## src/rtl/usb_sie_pkg.sv

```systemverilog
// Shared constants and state encoding for the Serial Interface Engine bit-level stages.
// Both the transmit stuffer and the receive destuffer take their run length from here.
package usb_sie_pkg;

    localparam int USB_STUFF_LEN = 6;
    localparam int USB_BYTE_W    = 8;

    typedef enum logic [1:0] {
        IDLE  = 2'd0,
        SHIFT = 2'd1,
        STUFF = 2'd2,
        EOP   = 2'd3
    } stuff_state_t;

endpackage

```

## src/rtl/bit_stuff_serializer_if.sv

```systemverilog
// Byte handshake into the serializer plus its pre-NRZI line outputs.
// master = byte source / line consumer, slave = the serializer.
interface bit_stuff_serializer_if
    import usb_sie_pkg::*;
#(
    parameter int DATA_W = USB_BYTE_W
);

    logic              tx_valid;
    logic [DATA_W-1:0] tx_data;
    logic              tx_last;
    logic              tx_ready;
    logic              data_out;
    logic              bit_valid;
    logic              eop;
    logic              underrun;

    modport master (
        output tx_valid, tx_data, tx_last,
        input  tx_ready, data_out, bit_valid, eop, underrun
    );

    modport slave (
        input  tx_valid, tx_data, tx_last,
        output tx_ready, data_out, bit_valid, eop, underrun
    );

endinterface

```

## src/rtl/bit_stuff_serializer.sv

```systemverilog
// LSB-first byte serializer with USB zero-stuffing; byte accepted at edge N shows bit 0 in cycle N+1.
// tx_ready only in IDLE or on the last line bit of a non-final byte, so bytes chain with no bubble.
module bit_stuff_serializer
    import usb_sie_pkg::*;
#(
    parameter int DATA_W    = USB_BYTE_W,
    parameter int STUFF_LEN = USB_STUFF_LEN
) (
    input  logic                   clk,
    input  logic                   rst,
    bit_stuff_serializer_if.slave  bus
);

    localparam int CW = (DATA_W > 1) ? $clog2(DATA_W) : 1;
    localparam int OW = $clog2(STUFF_LEN + 1);
    localparam logic [CW-1:0] LAST_IDX = CW'(DATA_W - 1);
    localparam logic [OW-1:0] RUN_M1   = OW'(STUFF_LEN - 1);

    stuff_state_t      state, state_n;
    logic [DATA_W-1:0] shreg, shreg_n;
    logic [CW-1:0]     bit_cnt, bit_cnt_n;
    logic [OW-1:0]     ones_cnt, ones_cnt_n;
    logic              last_q, last_n;
    logic              underrun_n;

    logic              data_q, valid_q, eop_q, underrun_q;
    logic              cur_bit, last_bit, stuff_next, boundary, ready;

    // boundary marks the cycle carrying the byte's final line bit (data or stuffed zero)
    always_comb begin
        cur_bit    = shreg[0];
        last_bit   = (bit_cnt == LAST_IDX);
        stuff_next = (state == SHIFT) && cur_bit && (ones_cnt == RUN_M1);
        boundary   = ((state == SHIFT) && last_bit && !stuff_next) ||
                     ((state == STUFF) && (bit_cnt == '0));
        ready      = rst && ((state == IDLE) || (boundary && !last_q));
    end

    always_comb begin
        state_n    = state;
        shreg_n    = shreg;
        bit_cnt_n  = bit_cnt;
        ones_cnt_n = ones_cnt;
        last_n     = last_q;
        underrun_n = 1'b0;

        case (state)
            IDLE: begin
                if (ready && bus.tx_valid) begin
                    shreg_n    = bus.tx_data;
                    bit_cnt_n  = '0;
                    ones_cnt_n = '0;
                    last_n     = bus.tx_last;
                    state_n    = SHIFT;
                end
            end
            SHIFT: begin
                shreg_n    = shreg >> 1;
                bit_cnt_n  = last_bit ? '0 : bit_cnt + 1'b1;
                ones_cnt_n = cur_bit ? ones_cnt + 1'b1 : '0;
                if (stuff_next) begin
                    state_n = STUFF;
                end
            end
            STUFF: begin
                ones_cnt_n = '0;
                state_n    = SHIFT;
            end
            EOP: begin
                state_n = IDLE;
            end
            default: begin
                state_n = IDLE;
            end
        endcase

        // The ones run deliberately survives a chained byte load.
        if (boundary) begin
            if (last_q) begin
                state_n = EOP;
            end else if (bus.tx_valid) begin
                shreg_n   = bus.tx_data;
                bit_cnt_n = '0;
                last_n    = bus.tx_last;
                state_n   = SHIFT;
            end else begin
                underrun_n = 1'b1;
                state_n    = IDLE;
            end
        end
    end

    always_ff @(posedge clk or negedge rst) begin
        if (!rst) begin
            state      <= IDLE;
            shreg      <= '0;
            bit_cnt    <= '0;
            ones_cnt   <= '0;
            last_q     <= 1'b0;
            data_q     <= 1'b1;
            valid_q    <= 1'b0;
            eop_q      <= 1'b0;
            underrun_q <= 1'b0;
        end else begin
            state      <= state_n;
            shreg      <= shreg_n;
            bit_cnt    <= bit_cnt_n;
            ones_cnt   <= ones_cnt_n;
            last_q     <= last_n;
            data_q     <= (state_n == SHIFT) ? shreg_n[0] : (state_n != STUFF);
            valid_q    <= (state_n == SHIFT) || (state_n == STUFF);
            eop_q      <= (state_n == EOP);
            underrun_q <= underrun_n;
        end
    end

    assign bus.tx_ready  = ready;
    assign bus.data_out  = data_q;
    assign bus.bit_valid = valid_q;
    assign bus.eop       = eop_q;
    assign bus.underrun  = underrun_q;

endmodule

```

## src/flat_wrapper.sv

```systemverilog
// flat-port wrapper written by rule: the top's interface ports become plain ports
module bit_stuff_serializer_flat import usb_sie_pkg::*;
#(
    parameter int DATA_W    = USB_BYTE_W,
    parameter int STUFF_LEN = USB_STUFF_LEN
)
  (clk, rst, bus_tx_valid, bus_tx_data, bus_tx_last, bus_tx_ready, bus_data_out, bus_bit_valid, bus_eop, bus_underrun);
  bit_stuff_serializer_if #(.DATA_W(DATA_W)) bus_i ();
  input  logic clk;
  input  logic rst;
  input wire logic [$bits(bus_i.tx_valid)-1:0] bus_tx_valid;
  input wire logic [$bits(bus_i.tx_data)-1:0] bus_tx_data;
  input wire logic [$bits(bus_i.tx_last)-1:0] bus_tx_last;
  output wire logic [$bits(bus_i.tx_ready)-1:0] bus_tx_ready;
  output wire logic [$bits(bus_i.data_out)-1:0] bus_data_out;
  output wire logic [$bits(bus_i.bit_valid)-1:0] bus_bit_valid;
  output wire logic [$bits(bus_i.eop)-1:0] bus_eop;
  output wire logic [$bits(bus_i.underrun)-1:0] bus_underrun;
  assign bus_i.tx_valid = bus_tx_valid;
  assign bus_i.tx_data = bus_tx_data;
  assign bus_i.tx_last = bus_tx_last;
  assign bus_tx_ready = bus_i.tx_ready;
  assign bus_data_out = bus_i.data_out;
  assign bus_bit_valid = bus_i.bit_valid;
  assign bus_eop = bus_i.eop;
  assign bus_underrun = bus_i.underrun;
  bit_stuff_serializer #(.DATA_W(DATA_W), .STUFF_LEN(STUFF_LEN)) u_core (.clk(clk), .rst(rst), .bus(bus_i));
endmodule
```

## config.mk

```make
export PLATFORM = sky130hd
export DESIGN_NAME = bit_stuff_serializer_flat
export DESIGN_NICKNAME = d
export VERILOG_FILES = /design/src/rtl/usb_sie_pkg.sv /design/src/rtl/bit_stuff_serializer_if.sv /design/src/rtl/bit_stuff_serializer.sv /design/src/flat_wrapper.sv
export SDC_FILE = /design/constraint.sdc
export NUM_CORES = 1
export LEC_CHECK = 0
export CAP_MARGIN = 25
export CELL_PAD_IN_SITES_DETAIL_PLACEMENT = 0
export CELL_PAD_IN_SITES_GLOBAL_PLACEMENT = 1
export CORE_MARGIN = 10
export CORE_UTILIZATION = 30
export CTS_BUF_LIST = sky130_fd_sc_hd__clkbuf_4 sky130_fd_sc_hd__clkbuf_8 sky130_fd_sc_hd__clkbuf_16
export CTS_CLUSTER_DIAMETER = 80
export DETAILED_ROUTE_END_ITERATION = 12
export HOLD_SLACK_MARGIN = 0.02
export PLACE_DENSITY = 0.74
export SETUP_SLACK_MARGIN = 0.2
export SLEW_MARGIN = 20
export SYNTH_ARGS = -nofsm -noshare
export SYNTH_HDL_FRONTEND = slang
export SYNTH_SLANG_ARGS = --single-unit
```

## constraint.sdc

```tcl
create_clock -name clk -period 2.4 [get_ports clk]
set_input_delay 0.36 -clock clk [delete_from_list [all_inputs] [get_ports clk]]
set_output_delay 0.36 -clock clk [all_outputs]
set_load 0.03 [all_outputs]
```

Word-level counts from Yosys, hierarchy flattened
Index checks and enable logic that the tools add are counted.
{"block": "totals", "regBits": 21, "inputBits": 12, "output_inout_bits": 5, "wordCells": 67}
{"block": "classes", "addsub": 2, "n_eq_ne": 10, "n_mux": 29, "n_reduce_logical": 17}
{"cell": "$mux W8", "n": 4}
{"cell": "$mux W3", "n": 7}
{"cell": "$pmux W8 S2", "n": 1}
{"cell": "$mux W1", "n": 10}
{"cell": "$pmux W3 S3", "n": 1}
{"cell": "$eq A2 B2 Y1 const B", "n": 4}
{"cell": "$logic_and A1 B1 Y1", "n": 8}
{"cell": "$mux W2", "n": 4}
{"cell": "$pmux W2 S4", "n": 1}
{"cell": "$add A3 B1 Y3 const B", "n": 2}
{"cell": "$eq A3 B3 Y1 const B", "n": 2}
{"cell": "$pmux W3 S2", "n": 1}
{"cell": "$eq A2 B1 Y1 const B", "n": 2}
{"cell": "$ne A2 B2 Y1 const B", "n": 2}
{"cell": "$logic_not A3 Y1", "n": 1}
{"cell": "$logic_or A1 B1 Y1", "n": 3}
{"cell": "$reduce_bool A3 Y1", "n": 1}
{"cell": "$logic_not A1 Y1", "n": 2}
{"cell": "$logic_not A2 Y1", "n": 1}
{"cell": "$reduce_and A2 Y1", "n": 1}

Depth between registers and ports, before layout
Gate-level depths: netlist (run 1).
{"block": "depth", "depth_word": 16, "ltp_mapped": 10, "mapped_depth_nobuf": 10}

Least setup slack after synthesis (run 1)
No wires, ideal clock.
{"block": "synth_path", "path_type": "reg-to-reg", "startpoint": "register u_core.bit_cnt[0]", "endpoint": "register u_core.data_q (netlist: u_core.bus.data_out)", "setup_time_ps": 62, "arrival_time_ps": 2204, "required_ps": 2338, "slack_ps": 133, "path_stages_with_launch": 11, "path_buffers": 0, "synth_period_minus_slack_ps": 2267, "path_cell_list": "dfrtp_1 > ha_1 > ha_1 > nor2b_1 > a32o_2 > nor2b_1 > nor3_1 > ha_1 > inv_1 > a221oi_1 > a311o_1"}
{"block": "synth_between", "elab_cells_between_ends": 21, "classes_between": "3 x eq/ne; 9 x mux; 9 x reduce/logical"}
{"item": "start: declaration", "line_no": "bit_stuff_serializer.sv:21", "source": "logic [CW-1:0] bit_cnt, bit_cnt_n;"}
{"item": "start signal: assignment", "line_no": "bit_stuff_serializer.sv:107", "source": "bit_cnt <= bit_cnt_n;"}
{"item": "$eq A3 B3 Y1", "line_no": "bit_stuff_serializer.sv:32", "source": "last_bit = (bit_cnt == LAST_IDX);"}
{"item": "$logic_and A1 B1 Y1 (2 in a row)", "line_no": "bit_stuff_serializer.sv:34", "source": "boundary = ((state == SHIFT) && last_bit && !stuff_next) ||"}
{"item": "$logic_or A1 B1 Y1 *", "line_no": "bit_stuff_serializer.sv:34"}
{"item": "$logic_and A1 B1 Y1", "line_no": "bit_stuff_serializer.sv:36", "source": "ready = rst && ((state == IDLE) || (boundary && !last_q));"}
{"item": "$logic_or A1 B1 Y1", "line_no": "bit_stuff_serializer.sv:36"}
{"item": "$logic_and A1 B1 Y1", "line_no": "bit_stuff_serializer.sv:36"}
{"item": "$logic_and A1 B1 Y1", "line_no": "bit_stuff_serializer.sv:49", "source": "if (ready && bus.tx_valid) begin"}
{"item": "$mux W2", "line_no": "bit_stuff_serializer.sv:49"}
{"item": "$pmux W2 S4", "line_no": "bit_stuff_serializer.sv:47", "source": "case (state)"}
{"item": "$mux W2 *", "line_no": "bit_stuff_serializer.sv:78", "source": "if (boundary) begin"}
{"item": "net u_core.state_n[0]", "line_no": "bit_stuff_serializer.sv:19", "source": "stuff_state_t state, state_n;"}
{"item": "$ne A2 B2 Y1 / $eq A2 B1 Y1 (equally long branches)", "line_no": "bit_stuff_serializer.sv:110", "source": "data_q <= (state_n == SHIFT) ? shreg_n[0] : (state_n != STUFF);"}
{"item": "$mux W1 *", "line_no": "bit_stuff_serializer.sv:110"}
{"item": "end signal: assignment", "line_no": "bit_stuff_serializer.sv:110"}
{"item": "end: declaration", "line_no": "bit_stuff_serializer.sv:26", "source": "logic data_q, valid_q, eop_q, underrun_q;"}
Mark *: on every way through the listed nets, which the timed path passes. The rest lies on a longest branch.
A chain may end at the register's enable or synchronous reset.

Worst setup path in the final report (run 1)
{"block": "layout_path", "startpoint": "register u_core.bit_cnt[1]", "endpoint": "output bus_tx_ready"}
{"block": "layout_between", "elab_chain_len": 7, "elab_cells_between_ends": 9, "classes_between": "1 x eq/ne; 8 x reduce/logical"}
{"item": "$eq A3 B3 Y1", "line_no": "bit_stuff_serializer.sv:32"}
{"item": "$logic_and A1 B1 Y1 (2 in a row)", "line_no": "bit_stuff_serializer.sv:34"}
{"item": "$logic_or A1 B1 Y1 *", "line_no": "bit_stuff_serializer.sv:34"}
{"item": "$logic_and A1 B1 Y1 *", "line_no": "bit_stuff_serializer.sv:36"}
{"item": "$logic_or A1 B1 Y1 *", "line_no": "bit_stuff_serializer.sv:36"}
{"item": "$logic_and A1 B1 Y1 *", "line_no": "bit_stuff_serializer.sv:36"}
{"item": "end: declaration", "line_no": "flat_wrapper.sv:14", "source": "output wire logic [$bits(bus_i.tx_ready)-1:0] bus_tx_ready;"}
Every way passes the cells marked *; elsewhere a longest branch is shown, timed or not.

==> run_results.csv, run 1 <==
group,metric,value,unit
clocking,clk_path_buf_depth,2,
floorplan,ioPinCount,17,
clocking,clk_latency,290,ps
synth,syn-cell-area,1080,um2
routing,via_count,845,
run_status,status,"completed",
timing,hold_viol_final,0,
timing,setup_violations,0,
routing,wl_per_cell,13.5,um
timing,period_share,0.897,
floorplan,die-area,6390,um2
routing,drc,0,
synth,synth_area_leaders,"dfrtp_1 46%, ha_1 9.3%, a22oi_1 7.0%, o2bb2ai_1 5.7%, a21o_1 2.8%",
routing,drt_iter0_drc,36,
final_layout,multi_input_area,548,um2
clocking,cts_tree,"built",
final_layout,layout_common_cells,"20 x dfrtp_1, 15 x clkdlybuf4s50_1, 11 x buf_4",
critical_path,cp_max_fo,4,
critical_path,path_buf_inv,1,
final_layout,area_growth,32.1,%
final_layout,drive_gt1_frac,0.228,
critical_path,crit_required,2040,ps
routing,via_per_inst,4.88,
floorplan,start_util,0.316,
critical_path,r2r_slack,260,ps
critical_path,path_cells,"ha_2 -> ha_4 -> nor2b_1 -> a32o_2 -> o21a_1 -> buf_6",
synth,synth-seq-area-share,0.488,
clocking,hold_buffers,0,
clocking,path_clk_slew,110,ps
global_route,grtUsageTotal,0.0767,
final_layout,final_common_cell,"dfrtp_1",
global_route,antenna_found_initial,0,
timing,whs,387,ps
critical_path,worstSetupPathType,"reg2out",
critical_path,cp_top_family,"compound AO/OA/AOI/OAI gates",
synth,synth_nets,121,
place,port_buffers,16,
final_layout,seq_area,527,um2
final_layout,diodes,0,
timing,worst_pin_slew,378,ps
power_and_ir_drop,ir_drop,0.000458,V
final_layout,fillers,359,
clocking,h-tree-depth,1,
global_route,grt_pass1_vias,855,
timing,rsz0062_at_grt,"yes",
timing,period_minus_slack,2150,ps
critical_path,critical_path.slowest_cell,"dfrtp_1",
routing,dr.pass1.iters,4,
final_layout,fin_nets,148,
critical_path,max_stage_delay,410,ps
place,gp_routability_congestion,0.750,
floorplan,core,3420,um2
floorplan,die_y,80.0,um
min_path,min_path_type,"in2async",
clocking,numCtsBuffers,3,
timing,fmax,465,MHz
synth,syn_avg_cell_area,10.7,um2
timing,tns,0,ps
synth,ys_ff_latch,21,
run,drv_cap,0,
routing,wirelength,2330,um
place,hpwl,1750,um
routing,ant_nets,0,
synth,synthCells,101,
global_route,grt_pass1_wl,3940,um
clocking,clockRootBuffer,"clkbuf_4",
floorplan,die_x,80.0,um
power_and_ir_drop,power,1280,uW
power_and_ir_drop,power_density,900,nW/um2
floorplan,rows,21,
clocking,cts_sinks,21,
timing,relSlewSlack,0.748,
synth,synth_top_area_frac,0.464,
power_and_ir_drop,leakage,0.000658,uW
timing,skew,9.57,ps
critical_path,cp-end-kind,"output pin",
critical_path,crit_arrival,1790,ps
synth,yosysWarnings,0,
synth,yosysTopAreaCell,"dfrtp_1",
synth,synth.distinct_cells,30,
global_route,grt_max_degree,18,
global_route,grt_overflow,0,
critical_path,critPathLaunchType,"flip-flop",
timing,slew_viol_final,0,
layout make-up:
type	instances	share of cell area
Timing Repair Buffer	27	0.171
Inverter	5	0.0132
Multi-Input combinational cell	70	0.385
Tap cell	46	0.0404
Sequential cell	21	0.370
Clock buffer	4	0.0211
synth_stat cells:
cell and n:
dfrtp_1 20, a22oi_1 10, ha_1 8, nand2_1 7
nor2_1 7, o2bb2ai_1 7, inv_1 5, a21o_1 4
a21oi_1 4, o21ai_0 4, clkbuf_1 3, nor2b_1 2
nor3b_1 2, o21a_1 2, a211oi_1 1, a221oi_1 1
a311o_1 1, a31o_2 1, a32o_2 1, and2_1 1
and2b_4 1, and4bb_1 1, buf_1 1, buf_6 1
dfstp_2 1, nand3_1 1, nor3_1 1, o21bai_1 1
or2_2 1, or3_1 1
power by group:
part           leakage [uW]  internal, uW  switching, uW  total [uW]
Clock             0.0000184          75.8           96.7         172
Combinational      0.000369           298            273         571
Sequential         0.000270           463           76.9         540
cell families after synthesis:
kind of cell             share of synthesized area
AO/OA/AOI/OAI                                0.255
AND/OR/NAND/NOR                              0.122
flip-flops                                   0.488
buffers and inverters                       0.0418
adder cells (fa/ha/maj)                     0.0928
per-stage QoR:
stage                      util  cell area [um2]  setup WS, ps  cells
after floorplan               -             1080           215    101
after global placement    0.381             1300           171    162
after detailed placement  0.381             1300           125    162
after CTS                 0.399             1360           214    169
after global routing      0.417             1430           139    173
final                     0.417             1430           247    173
worst register-to-register path, delay by kind of cell, from the launching register on:
kind                       cells  cell delay [ps]
AOI/OAI and AO/OA              2              590
adders and majority gates      3              580
and+or+nand+nor                4              510
DFF                            1              410
path summary, 6_finish.rpt:
path | startpoint | end | depth (start not counted)
worst max register to register | u_core.bit_cnt[1] | u_core.bus.data_out | 9
worst min register to register | u_core.shreg[7] | u_core.shreg[7] | 2
min in group clk | u_core.shreg[7] | u_core.shreg[7] | 2
worst max-delay path | u_core.bit_cnt[1] | bus_tx_ready | 6
worst min-delay path | rst | u_core.state[0] | 2
max in group asynchronous | rst | u_core.bus.data_out | 2
routing by layer:
| metal | track usage | up-vias | part of all wire |
|---|---|---|---|
| met5 | 0 | - | 0 |
| met4 | 0.0475 | 0 | 0.017 |
| met3 | 0.0135 | 2 | 0.024 |
| met2 | 0.122 | 14 | 0.50 |
| met1 | 0.0933 | 409 | 0.45 |
| li1 | - | 420 | - |
registers in the layout, indices dropped and copies added, names as in the netlist, named ones only:
name	cells
u_core.bus.eop	1
u_core.state	2
u_core.bus.underrun	1
u_core.bus.data_out	1
u_core.bus.bit_valid	1
u_core.bit_cnt	3
u_core.ones_cnt	3
u_core.shreg	8
what timing repair did:
item,in CTS,in global routing
buffers inserted,3,4
endpoints found under the setup margin,2,2
gates resized for setup,3,7
gates cloned,0,0
pin swaps,4,5
Note: power is estimated with default switching activity, not from simulation.
==> run 2, diff against run 1 <==
Settings changed: SLEW_MARGIN 20 to 25.
==> results of run 2 <==
The final DEF is identical to that of run 1; final timing and power are the same.
==> run 3, diff against run 2 <==
Settings changed: ABC_CLOCK_PERIOD_IN_PS from default to 2400, CAP_MARGIN 25 to default.
==> results of run 3 <==
The final DEF is identical to that of run 1; final timing and power are the same.
